<file path="src/rtl/fetch_unit.sv">
// rtl/fetch_unit.sv - instruction fetch stage with in-order response tracking and a small instruction buffer
// Define FETCH_PREFETCH_EN for a two-deep prefetch; the default build is one-deep.
module fetch_unit #(
    parameter int              XLEN     = 32,
    parameter logic [XLEN-1:0] RESET_PC = '0
) (
    input  logic            clock,
    input  logic            reset,
    input  logic            pause,
    input  logic            redirect,
    input  logic [XLEN-1:0] redirect_pc,
    output logic            imem_req,
    output logic [XLEN-1:0] imem_addr,
    input  logic            imem_ready,
    input  logic            imem_rvalid,
    input  logic [31:0]     imem_rdata,
    output logic [XLEN-1:0] pc_out,
    output logic [31:0]     inst_out,
    output logic            bubble_out
);

`ifdef FETCH_PREFETCH_EN
    localparam logic [2:0] DEPTH = 3'd2;
`else
    localparam logic [2:0] DEPTH = 3'd1;
`endif
    localparam logic [31:0] NOP = 32'h0000_0013;

    typedef enum logic {FETCH, DRAIN} state_t;

    state_t          state;
    logic [XLEN-1:0] fetch_pc;
    logic [XLEN-1:0] buf_pc   [2];
    logic [31:0]     buf_inst [2];
    logic [1:0]      buf_cnt;
    logic [XLEN-1:0] pend_pc  [2];
    logic [1:0]      pend_cnt;

    logic       accept;
    logic       resp;
    logic       push;
    logic       pop;
    logic [1:0] pend_left;

    // Credit counts both buffered and in-flight words so a response always has a slot.
    always_comb begin
        imem_req   = !reset && (state == FETCH) && !redirect
                     && (({1'b0, buf_cnt} + {1'b0, pend_cnt}) < DEPTH);
        imem_addr  = fetch_pc;
        accept     = imem_req && imem_ready;
        resp       = imem_rvalid && (pend_cnt != 2'd0);
        push       = resp && (state == FETCH) && !redirect;
        pop        = !pause && !redirect && (buf_cnt != 2'd0);
        pend_left  = pend_cnt - {1'b0, resp};
        bubble_out = (buf_cnt == 2'd0);
        pc_out     = bubble_out ? '0  : buf_pc[0];
        inst_out   = bubble_out ? NOP : buf_inst[0];
    end

    always_ff @(posedge clock) begin
        if (reset) begin
            state    <= FETCH;
            fetch_pc <= RESET_PC;
            buf_cnt  <= 2'd0;
            pend_cnt <= 2'd0;
        end else begin
            // Outstanding addresses are kept in issue order; slot 0 is the oldest.
            pend_cnt <= pend_left + {1'b0, accept};
            if (resp)
                pend_pc[0] <= pend_pc[1];
            if (accept)
                pend_pc[pend_cnt[0] ^ resp] <= fetch_pc;

            if (redirect) begin
                fetch_pc <= redirect_pc;
                buf_cnt  <= 2'd0;
                state    <= (pend_left != 2'd0) ? DRAIN : FETCH;
            end else begin
                if (accept)
                    fetch_pc <= fetch_pc + XLEN'(4);
                if (pop) begin
                    buf_pc[0]   <= buf_pc[1];
                    buf_inst[0] <= buf_inst[1];
                end
                // Written after the shift so a simultaneous pop+push lands in the right slot.
                if (push) begin
                    buf_pc[buf_cnt[0] ^ pop]   <= pend_pc[0];
                    buf_inst[buf_cnt[0] ^ pop] <= imem_rdata;
                end
                buf_cnt <= buf_cnt + {1'b0, push} - {1'b0, pop};
                if (state == DRAIN && pend_left == 2'd0)
                    state <= FETCH;
            end
        end
    end

endmodule

</file>
<file path="config.mk">
export PLATFORM = sky130hd
export DESIGN_NAME = fetch_unit
export DESIGN_NICKNAME = d
export VERILOG_FILES = /design/src/rtl/fetch_unit.sv
export SDC_FILE = /design/constraint.sdc
export NUM_CORES = 1
export LEC_CHECK = 0
export CAP_MARGIN = 20
export CORE_MARGIN = 2
export CORE_UTILIZATION = 53
export DETAILED_ROUTE_END_ITERATION = 8
export PLACE_DENSITY = 0.8
export REMOVE_ABC_BUFFERS = 1
export SLEW_MARGIN = 5
export SYNTH_ARGS = -nofsm -noshare
export SYNTH_HDL_FRONTEND = slang
export SYNTH_SLANG_ARGS = --single-unit
</file>
<file path="constraint.sdc">
create_clock -name clock -period 9.1 [get_ports clock]
set_clock_uncertainty 0.2 [all_clocks]
set_input_delay 1.82 -clock clock [delete_from_list [all_inputs] [get_ports clock]]
set_output_delay 1.82 -clock clock [all_outputs]
set_load 0.05 [all_outputs]
</file>
# Word level (Yosys, flattened, before mapping)
# Memory sizes are Yosys's and may differ from the RTL's.
# Index checks and enable logic that the tools add are counted.
# op_classes
add_sub_neg	6
multipliers	0
n_div	0
n_lt_le_gt_ge	1
n_eq_ne	0
shifts	0
mux	24
n_bitwise	3
n_reduce_logical	22
# ops
op	n
32-bit two-way mux	5
32-bit by 3-bit adder with 32-bit output, second input constant	1
32-bit OR reduction	1
1-bit two-way mux	19
1-bit logical AND	10
2-bit nonzero test	5
2-bit by 1-bit adder with 2-bit output	2
2-bit zero test	2
2-bit by 1-bit subtractor with 2-bit output	2
2-bit by 2-bit adder with 3-bit output	1
1-bit zero test	3
3-bit by 1-bit < comparator with 1-bit output, second input constant	1
2-bit OR reduction	1
1-bit bitwise XOR	2
1-bit inverter	1
# word_totals
ff_bits	37
latchBits	0
ramBits	192
romBits	0
inputBits	70
memories	3
# memory_table
name	words	width	rd	rd_clocked_by_memory_dff	write_ports	line_no	source
buf_inst	2	32	2	0	2	34	logic [31:0] buf_inst [2];
buf_pc	2	32	2	0	2	33	logic [XLEN-1:0] buf_pc [2];
pend_pc	2	32	2	0	1	36	logic [XLEN-1:0] pend_pc [2];

# Depth between registers and ports, before layout
# Gate-level depths: netlist (run 1).
# depth
depth_word	10
ltp_mapped	12
mapped_depth_nobuf	9

# Worst setup path after synthesis (run 1)
# No wires, ideal clock.
# synth_path
path_kind	input to register
startpoint	input port pause
endpoint	memory buf_inst[0][0] (enable)
arrival_ns	6.884
slack_ns	1.435
stages	2
path_cell_list	or2_2 -> o31ai_1
# synth_lines
item	line_no	source
from (decl)	9	input logic pause,
to (decl)	34	

# Final worst setup path (run 1)
# layout_path
startpoint	input port redirect
endpoint	output port imem_req
# layout_between
elab_chain_len	3
# layout_rtl
item	line_no	source
from (decl)	10	input logic redirect,
1-bit zero test	47	imem_req = !reset && (state == FETCH) && !redirect
1-bit logical AND	47	
1-bit logical AND	48	&& (({1'b0, buf_cnt} + {1'b0, pend_cnt}) < DEPTH);
to (decl)	12	output logic imem_req,
# No other way between the ends.

==> impl_results.md, run 1 <==
- Clock root buffer: clkbuf_16
- Full die area: 19,000 µm²
- Part of the Yosys area used for sequential elements: 68.4%
- YS warnings: 0
- Max-cap check violation count: 0
- Vias in the first global route: 6,176
- Number of enable-type register cells in the synthesized netlist: 192
- Max-slew violations: 0
- Antenna violations before repair: 0
- Count of fill cells added during filler insertion: 1,157
- Most used cells in the layout excluding fill and tap cells: edfxtp_1, clkdlybuf4s50_1, nand2_1
- Final Worst Setup Slack: 2.94 ns
- Worst Path Required: 7.08 ns
- Switching power share of the total: 26.0%
- Standard cell with the maximum stage delay on the critical path: clkdlybuf4s50_1
- Startpoint types: input pin
- Final Routed Wirelength: 20,300 µm
- Worst reg-to-reg path cell count: 11
- Tightest Pin Transition: 1.06 ns
- Crit-path max FO: 41
- Arrival time at the worst endpoint: 4.14 ns
- Power density cells: 215 nW/µm²
- Most frequent CP cell: clkdlybuf4s50_1
- Violation count after the first detailed-route iteration: 602
- Worst VDD drop: 0.000193 V
- Number of buffers between clock root and the deepest sink: 3
- Floorplan Core Area: 17,400 µm²
- Slew HR: 29.0%
- Post-CTS setup repair buffer count: 0
- Hold-fix buffers at CTS: 0
- Minimum hold slack: 0.251 ns
- Final Power: 2.62 mW
- Most used DFF post-synth: edfxtp_1
- Kind of end point of the critical path: output port
- Routed len/inst: 18.1 µm
- FP Rows: 48
- Most common cell after layout, fill and taps aside: edfxtp_1
- Number of sinks handled by clock tree synthesis: 229
- Final antenna diode count: 0
- Total net switching power: 681 µW
- Part of the total power dissipated in combinational logic: 15.2%
- Synthesized area per cell: 13.3 µm²
- FF-to-FF setup slack: 5.05 ns
- NumNets Final: 954
- CP endpoint: imem_req
- Vias/cell: 5.64
- Type of the most critical hold path: reg -> reg
- Ys async rst share: 0%
- Delay of the slowest cell on the worst path: 0.84 ns
- Setup TNS after final layout: 0 ns
- Routed Antenna Nets: 0
- Clock share of power: 35.3%
- DRC violations left: 0
- DR vias: 6,309
- Worst r2r src: buf_cnt[0]
- Start point of the critical path: redirect
- Area added between synthesis and finish: 27.8%
- Cell-internal power: 1.94 mW
- Area used by sequential logic in the layout: 6510 µm²
- Pin count of the biggest net entering global routing: 68
- Global-route wire length before repair: 31,600 µm
- Number of standard cells after synthesis: 716
- Multi-input gate area: 2870 µm²
- Part of the power in registers: 49.5%
- Total number of H-tree levels: 1
- Standby leakage power: 4.13 nW
- Register clock-pin slew on the reported worst setup and hold paths: 0.06 ns
- Number of different library cells in the post-synthesis netlist: 47
- Post-CTS sizing: 0
- Share of post-route cells with drive strength above 1: 13.8%
- Clk_lat worst skew: 0.50 ns
- Count of endpoints failing hold in the final timing report: 0
- Netlist area before placement: 9510 µm²
- Weighted congestion reported at the end of routability-driven placement: 0.875
- Pre-Repair DR Iteration Count: 6
- Combined global-route utilization of all metal layers: 21.2%
- Number of setup violations in the final report: 0
- Num CTS Buffers: 23
- Number of storage elements in the synthesis netlist: 229
- Initial Util: 54.6%
- Category of the critical setup timing path: in -> out
- Cell Chain, Critical Path: clkdlybuf4s50_1, buf_4, or4b_4, nor3b_1, clkdlybuf4s50_1
- Detailed placer's ending HPWL: 12,700 µm
- Die Wd: 138 µm
- End of the worst register-to-register path: imem_addr[26]
- Port buffer count: 167
- Overflow left after global routing: 0
- Number of placed I/O pins: 168
- Final cycle utilization of the critical path: 67.7%
- Achievable Freq: 162 MHz
- Y dimension of the die: 138 µm
- Setup repair after global routing missed its margin: false
- Status: completed
- Final critical path time including I/O delays and setup: 6.16 ns
- Worst slack at placement: 2.95 ns
- TritonCTS clock tree: yes
## power groups by stage
stage | Combinational [mW] | Sequential [mW] | Clock, mW
after floorplan | 0.219 | 1.34 | 0
after global placement | 0.386 | 1.31 | 0
after detailed placement | 0.400 | 1.32 | 0
after CTS | 0.402 | 1.29 | 0.935
after global routing | 0.429 | 1.30 | 0.973
final | 0.399 | 1.29 | 0.923
## Yosys cell counts (5+ instances only)
cell type	n	area, µm²
edfxtp_1	192	5770
nand2_1	124	465
mux2_2	69	777
nor2b_1	63	394
dfxtp_1	37	741
clkbuf_1	27	101
nand3_1	20	100
nor2_1	20	75.1
a21oi_1	19	95.1
nand4_1	12	75.1
o21ai_0	12	60.1
a31oi_1	11	68.8
inv_1	11	41.3
buf_2	10	50.1
or3_1	7	43.8
and3_1	6	37.5
ha_1	6	75.1
nor3_1	6	30.0
nor4_1	5	31.3
or2_2	5	31.3
## metrics by stage
step	cells	utilization (%)	cell area, µm²
detailed placement	1077	65.6	11400
global placement	1077	65.6	11400
global route	1118	69.8	12200
CTS	1118	69.8	12200
floorplan	678	-	9360
finish	1118	69.8	12200
## cells by family after synthesis
family | count (synthesis) | synth area share (%)
AND/OR/NAND/NOR | 289 | 15.2
adder cells (fa/ha/maj) | 7 | 0.999
flip-flops | 229 | 68.4
buffers and inverters | 49 | 2.06
multiplexers | 73 | 8.59
XOR/XNOR | 7 | 0.644
AO/OA/AOI/OAI | 62 | 4.08
## worst min-delay path by stage
| stage | cells past startpoint | endpoint | from |
|---|---|---|---|
| 6_report | 0 | buf_pc[1][18] | pend_pc[0][18] |
| 3_3_place_gp | 0 | buf_pc[1][20] | pend_pc[0][20] |
| 2_1_floorplan | 0 | buf_pc[1][0] | pend_pc[0][0] |
| 4_1_cts | 0 | buf_pc[1][26] | pend_pc[0][26] |
| 5_1_grt | 0 | buf_pc[1][18] | pend_pc[0][18] |
| 3_5_place_dp | 0 | buf_pc[1][10] | pend_pc[0][10] |
## routing by layer
metal  vias up  GRT usage [%]  part of all wire [%]
li1       2938              -                     -
met1      2992           29.2                    42
met2       328           35.1                    48
met3        51           3.11                   7.9
met5         -              0                     0
met4         0           6.97                   2.6
## critical path: cells and delay by family
kind	cells	cell delay, ns
and+or+nand+nor	2	0.81
buffers and inverters	3	1.50
## final cells by class
cell class	instances	share of cell area (%)
clock inverter	16	1.26
timing repair buffer	174	14.2
inverter	11	0.340
sequential	229	53.5
clock buffer	25	4.79
multi-input combinational	438	23.6
tap	225	2.31
## state kept, by name, indices dropped and copies added, names as in the netlist
name       flops
state          1
pend_cnt       2
buf_pc        64
pend_pc       64
imem_addr     32
buf_inst      64
buf_cnt        2
No activity file was read; power rests on OpenSTA's default activity.
==> inputs of run 2 (changes only) <==
clock period = 5.8 ns   (was 9.1 ns; I/O delays follow)
==> run 2 against run 1 <==
  * Hold slack lost 0.015 ns
  * Register-to-register slack worse by 3.2 ns
  * Non-clock buffer count increased by 7
  * Utilization grew 0.57 points
  * Sequential share of layout area down 0.43 points
  * Design area is 0.81% higher
  * Sequential cell count unchanged
  * Total power grew 59%
  * Clock power rose by 61%
  * Critical path depth increased by 1
  * Critical endpoint unchanged
==> impl_results.md, run 2 (synthesized netlist as in run 1, its figures left out) <==
- Origin of the worst min-delay path: pend_pc[0][27]
- TritonCTS clock tree: yes
- Num CTS Buffers: 24 (+4.3%)
- Full die area: 19,000 µm² (unchanged)
- Setup repair after global routing missed its margin: false
- Achievable Freq: 250 MHz
- Detailed placer's ending HPWL: 13,500 µm (+6.3%)
- Post-route insts no fill: 1,128 (+0.89%)
- DRC violations left: 0 (unchanged)
- Arrival time at the worst endpoint: 2.63 ns (-1.51 ns)
- Max-cap check violation count: 0 (unchanged)
- Port buffer count: 167 (unchanged)
- Worst r2r src: buf_cnt[0]
- Vias/cell: 5.60 (-0.84%)
- Number of setup violations in the final report: 0 (unchanged)
- Power density cells: 339 nW/µm² (+58%)
- Biggest regs: buf_inst: 64 flops, buf_pc: 64 flops, pend_pc: 64 flops
- Tightest Pin Transition: 1.03 ns (-0.0309 ns)
- Overflow left after global routing: 0 (unchanged)
- Vias in the first global route: 6,221 (+0.73%)
- Standard cell with the maximum stage delay on the critical path: or4b_4
- Routed len/inst: 18.6 µm (+2.6%)
- Violation count after the first detailed-route iteration: 506 (-16%)
- Max-slew violations: 0 (unchanged)
- Share of post-route cells with drive strength above 1: 15.4% (+1.6 points)
- Final core occ: 70.4% (+0.57 points)
- Pre-Repair DR Iteration Count: 6 (unchanged)
- Part of the power in registers: 48.8% (-0.7 points)
- Category of the critical setup timing path: reg -> out
- Hold Path Depth: 0 (unchanged)
- Clk_lat worst skew: 0.52 ns (+0.02 ns)
- Delay of the slowest cell on the worst path: 0.49 ns (-0.35 ns)
- Combined global-route utilization of all metal layers: 22.0% (+0.79 points)
- Most used cells in the layout excluding fill and tap cells: edfxtp_1, clkdlybuf4s50_1, nand2_1
- Crit-path max FO: 5 (-88%)
- Type of the most critical hold path: reg -> reg
- Startpoint types: flip-flop
- NumNets Final: 962 (+0.84%)
- Worst slack at placement: 1.39 ns (-1.56 ns)
- Floorplan Core Area: 17,400 µm² (unchanged)
- Standby leakage power: 4.20 nW (+1.6%)
- Worst Path Required: 4.44 ns (-2.64 ns)
- Status: completed
- Number of buffers between clock root and the deepest sink: 3 (unchanged)
- Final antenna diode count: 0 (unchanged)
- Final Routed Wirelength: 21,000 µm (+3.5%)
- Final Worst Setup Slack: 1.81 ns (-1.14 ns)
- Count of buffering cells on the critical path with inverters included: 2 (-1)
- FP Rows: 48 (unchanged)
- Total net switching power: 1.12 mW (+65%)
- Worst Hold End: buf_pc[1][27]
- Clock root buffer: clkbuf_16
- Y dimension of the die: 138 µm (unchanged)
- Clock share of power: 35.8% (+0.5 points)
- Area added between synthesis and finish: 28.9%
- DR vias: 6,312 (+0.048%)
- Number of sinks handled by clock tree synthesis: 229 (unchanged)
- Slew HR: 31.4% (+2.4 points)
- Register clock-pin slew on the reported worst setup and hold paths: 0.06 ns (about the same)
- Hold-fix buffers at CTS: 0 (unchanged)
- Worst VDD drop: 0.000227 V (+18%)
- Count of endpoints failing hold in the final timing report: 0 (unchanged)
- Kind of end point of the critical path: output port
- Final critical path time including I/O delays and setup: 3.99 ns
- Routed Antenna Nets: 0 (unchanged)
- Antenna violations before repair: 0 (unchanged)
- Setup TNS after final layout: 0 ns (unchanged)
- End of the worst register-to-register path: pend_pc[0][21]
- Cell Chain, Critical Path: ha_1, inv_1, fa_1, or4b_4, nor3b_1, buf_4
- FF-to-FF setup slack: 1.86 ns (-3.19 ns)
- Die Wd: 138 µm (unchanged)
- Global-route wire length before repair: 32,600 µm (+3.0%)
- Number of placed I/O pins: 168 (unchanged)
- Weighted congestion reported at the end of routability-driven placement: 0.865 (-1.1%)
- Cell family with the largest share of critical-path delay: simple AND/OR/NAND/NOR gates
- Most common cell after layout, fill and taps aside: edfxtp_1
- Post-CTS sizing: 0 (unchanged)
- Total number of H-tree levels: 1 (unchanged)
- Part of the total power dissipated in combinational logic: 15.3% (about the same)
- Worst reg-to-reg path cell count: 7 (-4)
- Post-CTS setup repair buffer count: 0 (unchanged)
- Post-Layout Inst Area: 12,300 µm² (+0.81%)
- Placed cell areas: 11,500 µm² (+0.31%)
- Initial Util: 54.6% (unchanged)
- Final cycle utilization of the critical path: 68.9%
- Number of placed cells counting well taps: 1,082 (+0.46%)
- Pin count of the biggest net entering global routing: 51 (-25%)
- Cell-internal power: 3.04 mW (+57%)
- Switching power share of the total: 27.0% (+0.93 points)
==> run 2: final cells by class <==
cell class / instances / area, µm²
tap: 225 / 282
inverter: 11 / 41.3
clock buffer: 24 / 601
clock inverter: 20 / 171
sequential: 229 / 6510
multi-input combinational: 438 / 2870
timing repair buffer: 181 / 1790
fill: 1185 / 5160
==> run 2: worst max path at each step <==
stage | from | end | slack (ns) | cells past startpoint
after floorplan | buf_cnt[0] | buf_inst[0][0] | -1.52 | 2
after global placement | redirect | pend_pc[0][30] | 1.46 | 5
after detailed placement | redirect | pend_pc[0][23] | 1.39 | 5
after CTS | buf_cnt[0] | pc_out[28] | 1.50 | 4
after global routing | buf_cnt[0] | pend_pc[0][30] | 1.64 | 10
final | buf_cnt[0] | imem_req | 1.81 | 6
==> run 2: metal layers <==
metal | global-route usage (%) | part of all wire (%)
met5 | 0 | 0
met4 | 6.18 | 1.9
met3 | 3.62 | 6.8
met2 | 34.8 | 47
met1 | 31.9 | 45
==> run 2: power by group through the flow <==
stage               sequential, mW  clock [mW]  combinational [mW]
floorplan                     2.10           0               0.344
global placement              2.06           0               0.614
detailed placement            2.06           0               0.631
CTS                           2.03        1.51               0.636
global route                  2.04        1.57               0.684
finish                        2.03        1.49               0.637
==> run 2: through the flow <==
stage	total power [mW]	hold slack, ns
6_report	4.16	0.236
5_1_grt	4.30	0.241
4_1_cts	4.18	0.228
3_5_place_dp	2.69	0.232
3_3_place_gp	2.67	0.227
2_1_floorplan	2.44	0.222
==> inputs of run 3 (changes only) <==
clock period = 3.95 ns   (was 5.8 ns; I/O delays follow)
==> run 3 against run 2 <==
  * Worst setup slack lost 1.6 ns
  * Sequential cell count did not move
  * Design area fell by 0.12%
  * Final cell count fell by 0.27%
  * Largest power group unchanged
  * Highest routed layer unchanged
==> impl_results.md, run 3 (synthesized netlist as in run 1, its figures left out) <==
- Status: completed
- Share of post-route cells with drive strength above 1: 14.7% (-0.73 points)
- Overflow left after global routing: 0 (unchanged)
- Pin count of the biggest net entering global routing: 65 (+27%)
- Final antenna diode count: 0 (unchanged)
- Vias/cell: 5.70 (+1.8%)
- Part of the power in registers: 50.4% (+1.6 points)
- Detailed placer's ending HPWL: 13,400 µm (-0.69%)
- Total number of H-tree levels: 1 (unchanged)
- Floorplan Core Area: 17,400 µm² (unchanged)
- Cell-internal power: 4.34 mW (+43%)
- Number of sinks handled by clock tree synthesis: 229 (unchanged)
- Placed cell areas: 11,600 µm² (+0.79%)
- Most used cells in the layout excluding fill and tap cells: edfxtp_1, clkdlybuf4s50_1, nand2_1
- Post-CTS sizing: 0 (unchanged)
- Standby leakage power: 4.16 nW (-0.76%)
- FF-to-FF setup slack: 0.41 ns (-1.45 ns)
- CP endpoint: imem_req
- Max-cap check violation count: 0 (unchanged)
- Slew HR: 40.1% (+8.7 points)
- Clock share of power: 32.9% (-2.9 points)
- Worst r2r src: buf_cnt[0]
- Hold-fix buffers at CTS: 0 (unchanged)
- FP Rows: 48 (unchanged)
- Port buffer count: 167 (unchanged)
- Initial Util: 54.6% (unchanged)
- Max-slew violations: 0 (unchanged)
- Register clock-pin slew on the reported worst setup and hold paths: 0.06 ns (about the same)
- Worst Path Required: 2.96 ns (-1.48 ns)
- Weighted congestion reported at the end of routability-driven placement: 0.873 (+0.94%)
- Combined global-route utilization of all metal layers: 22.1% (+0.058 points)
- Achievable Freq: 268 MHz
- Full die area: 19,000 µm² (unchanged)
- Global-route wire length before repair: 32,800 µm (+0.74%)
- DRC violations left: 0 (unchanged)
- NumNets Final: 962 (unchanged)
- Area added between synthesis and finish: 28.7%
- End of the worst register-to-register path: imem_addr[19]
- Number of placed I/O pins: 168 (unchanged)
- Startpoint types: flip-flop
- Most common cell after layout, fill and taps aside: edfxtp_1
- Final Routed Wirelength: 20,900 µm (-0.40%)
- Setup TNS after final layout: 0 ns (unchanged)
- Violation count after the first detailed-route iteration: 508 (+0.40%)
- Start point of the critical path: buf_cnt[0]
- Post-Layout Inst Area: 12,200 µm² (-0.12%)
- DR vias: 6,408 (+1.5%)
- Switching power share of the total: 26.7% (-0.24 points)
- Worst reg-to-reg path cell count: 8 (+1)
- Tightest Pin Transition: 0.891 ns (-0.135 ns)
- Antenna violations before repair: 0 (unchanged)
- Setup repair after global routing missed its margin: false
- Type of the most critical hold path: reg -> reg
- Post-CTS setup repair buffer count: 0 (unchanged)
- Routed Antenna Nets: 0 (unchanged)
- Cell Chain, Critical Path: ha_1, inv_1, fa_1, or4b_4, nor3b_1, buf_12
- Biggest regs: buf_inst: 64 flops, buf_pc: 64 flops, pend_pc: 64 flops
- Minimum hold slack: 0.249 ns (+0.0135 ns)
- Clk_lat worst skew: 0.49 ns (-0.03 ns)
- Power density cells: 483 nW/µm² (+42%)
- Category of the critical setup timing path: reg -> out
- Crit-path max FO: 5 (unchanged)
- Clock root buffer: clkbuf_16
- TritonCTS clock tree: yes
- Num CTS Buffers: 23 (-4.2%)
- Part of the total power dissipated in combinational logic: 16.7% (+1.4 points)
- Count of fill cells added during filler insertion: 1,199 (+1.2%)
- Final critical path time including I/O delays and setup: 3.73 ns
- Die Wd: 138 µm (unchanged)
- Number of setup violations in the final report: 0 (unchanged)
- Worst VDD drop: 0.000372 V (+63%)
- Final cycle utilization of the critical path: 94.5%
- Arrival time at the worst endpoint: 2.74 ns (+0.11 ns)
- Standard cell with the maximum stage delay on the critical path: dfxtp_1
- Pre-Repair DR Iteration Count: 4 (-2)
- Routed len/inst: 18.6 µm (-0.14%)
- Vias in the first global route: 6,369 (+2.4%)
- Y dimension of the die: 138 µm (unchanged)
- Count of endpoints failing hold in the final timing report: 0 (unchanged)
- Kind of end point of the critical path: output port
- Number of buffers between clock root and the deepest sink: 3 (unchanged)
- Total net switching power: 1.58 mW (+41%)
- Delay of the slowest cell on the worst path: 0.49 ns (about the same)
- Final core occ: 70.3% (-0.086 points)
==> run 3: cell count changes in the layout (fill, tap and decap cells not counted) <==
cell,before,now
clkbuf_16,24,23
clkbuf_1,0,6
buf_4,13,9
bufinv_16,2,0
clkbuf_4,1,0
buf_16,0,1
clkinv_8,1,0
clkbuf_8,0,1
clkinvlp_4,2,3
buf_12,1,6
clkinv_4,1,0
clkinv_1,4,2
clkinv_2,9,5
inv_8,1,0
==> run 3: power by group through the flow <==
stage          logic, mW  clock network (mW)  registers, mW
6_report           0.988                1.95           2.98
5_1_grt             1.06                2.07           3.00
4_1_cts            0.971                1.99           2.98
3_5_place_dp       0.964                   0           3.03
3_3_place_gp       0.942                   0           3.02
2_1_floorplan      0.505                   0           3.08
==> run 3: cell type report <==
| cell class | count | area [µm²] | area share (%) |
|---|---|---|---|
| Clock inverter | 10 | 55.1 | 0.450 |
| Timing Repair Buffer | 182 | 1880 | 15.3 |
| Clock buffer | 30 | 612 | 5.00 |
| Tap cell | 225 | 282 | 2.30 |
| Multi-Input combinational cell | 438 | 2870 | 23.5 |
| Inverter | 11 | 41.3 | 0.337 |
| Sequential cell | 229 | 6510 | 53.1 |
==> run 3: how the worst min path moves through the flow <==
stage | start | endpoint | depth (start not counted)
global placement | pend_pc[0][20] | buf_pc[1][20] | 0
global route | pend_pc[0][27] | buf_pc[1][27] | 0
detailed placement | pend_pc[0][9] | buf_pc[1][9] | 0
CTS | pend_pc[0][7] | buf_pc[1][7] | 0
floorplan | pend_pc[0][0] | buf_pc[1][0] | 0
finish | pend_pc[0][9] | buf_pc[1][9] | 0
==> run 3: per-stage QoR <==
stage / power [mW] / std cells / setup slack (ns)
after floorplan: 3.59 / 678 / -3.37
after global placement: 3.96 / 1084 / 0.281
after detailed placement: 3.99 / 1084 / 0.225
after CTS: 5.94 / 1124 / 0.206
after global routing: 6.12 / 1125 / 0.0582
final: 5.92 / 1125 / 0.218
==> run 3: metal layers <==
metal	GRT usage (%)	routed length, µm
met1	30.3	8940
met3	3.62	1620
met2	36.3	9850
met5	0	0
met4	7.20	499
==> run 3: critical path, delay by kind of cell, from the launching register on <==
family / cells / cell delay [ns]
adders and majority gates: 2 / 0.68
buffers and inverters: 2 / 0.24
and+or+nand+nor: 2 / 0.84
DFF: 1 / 0.49
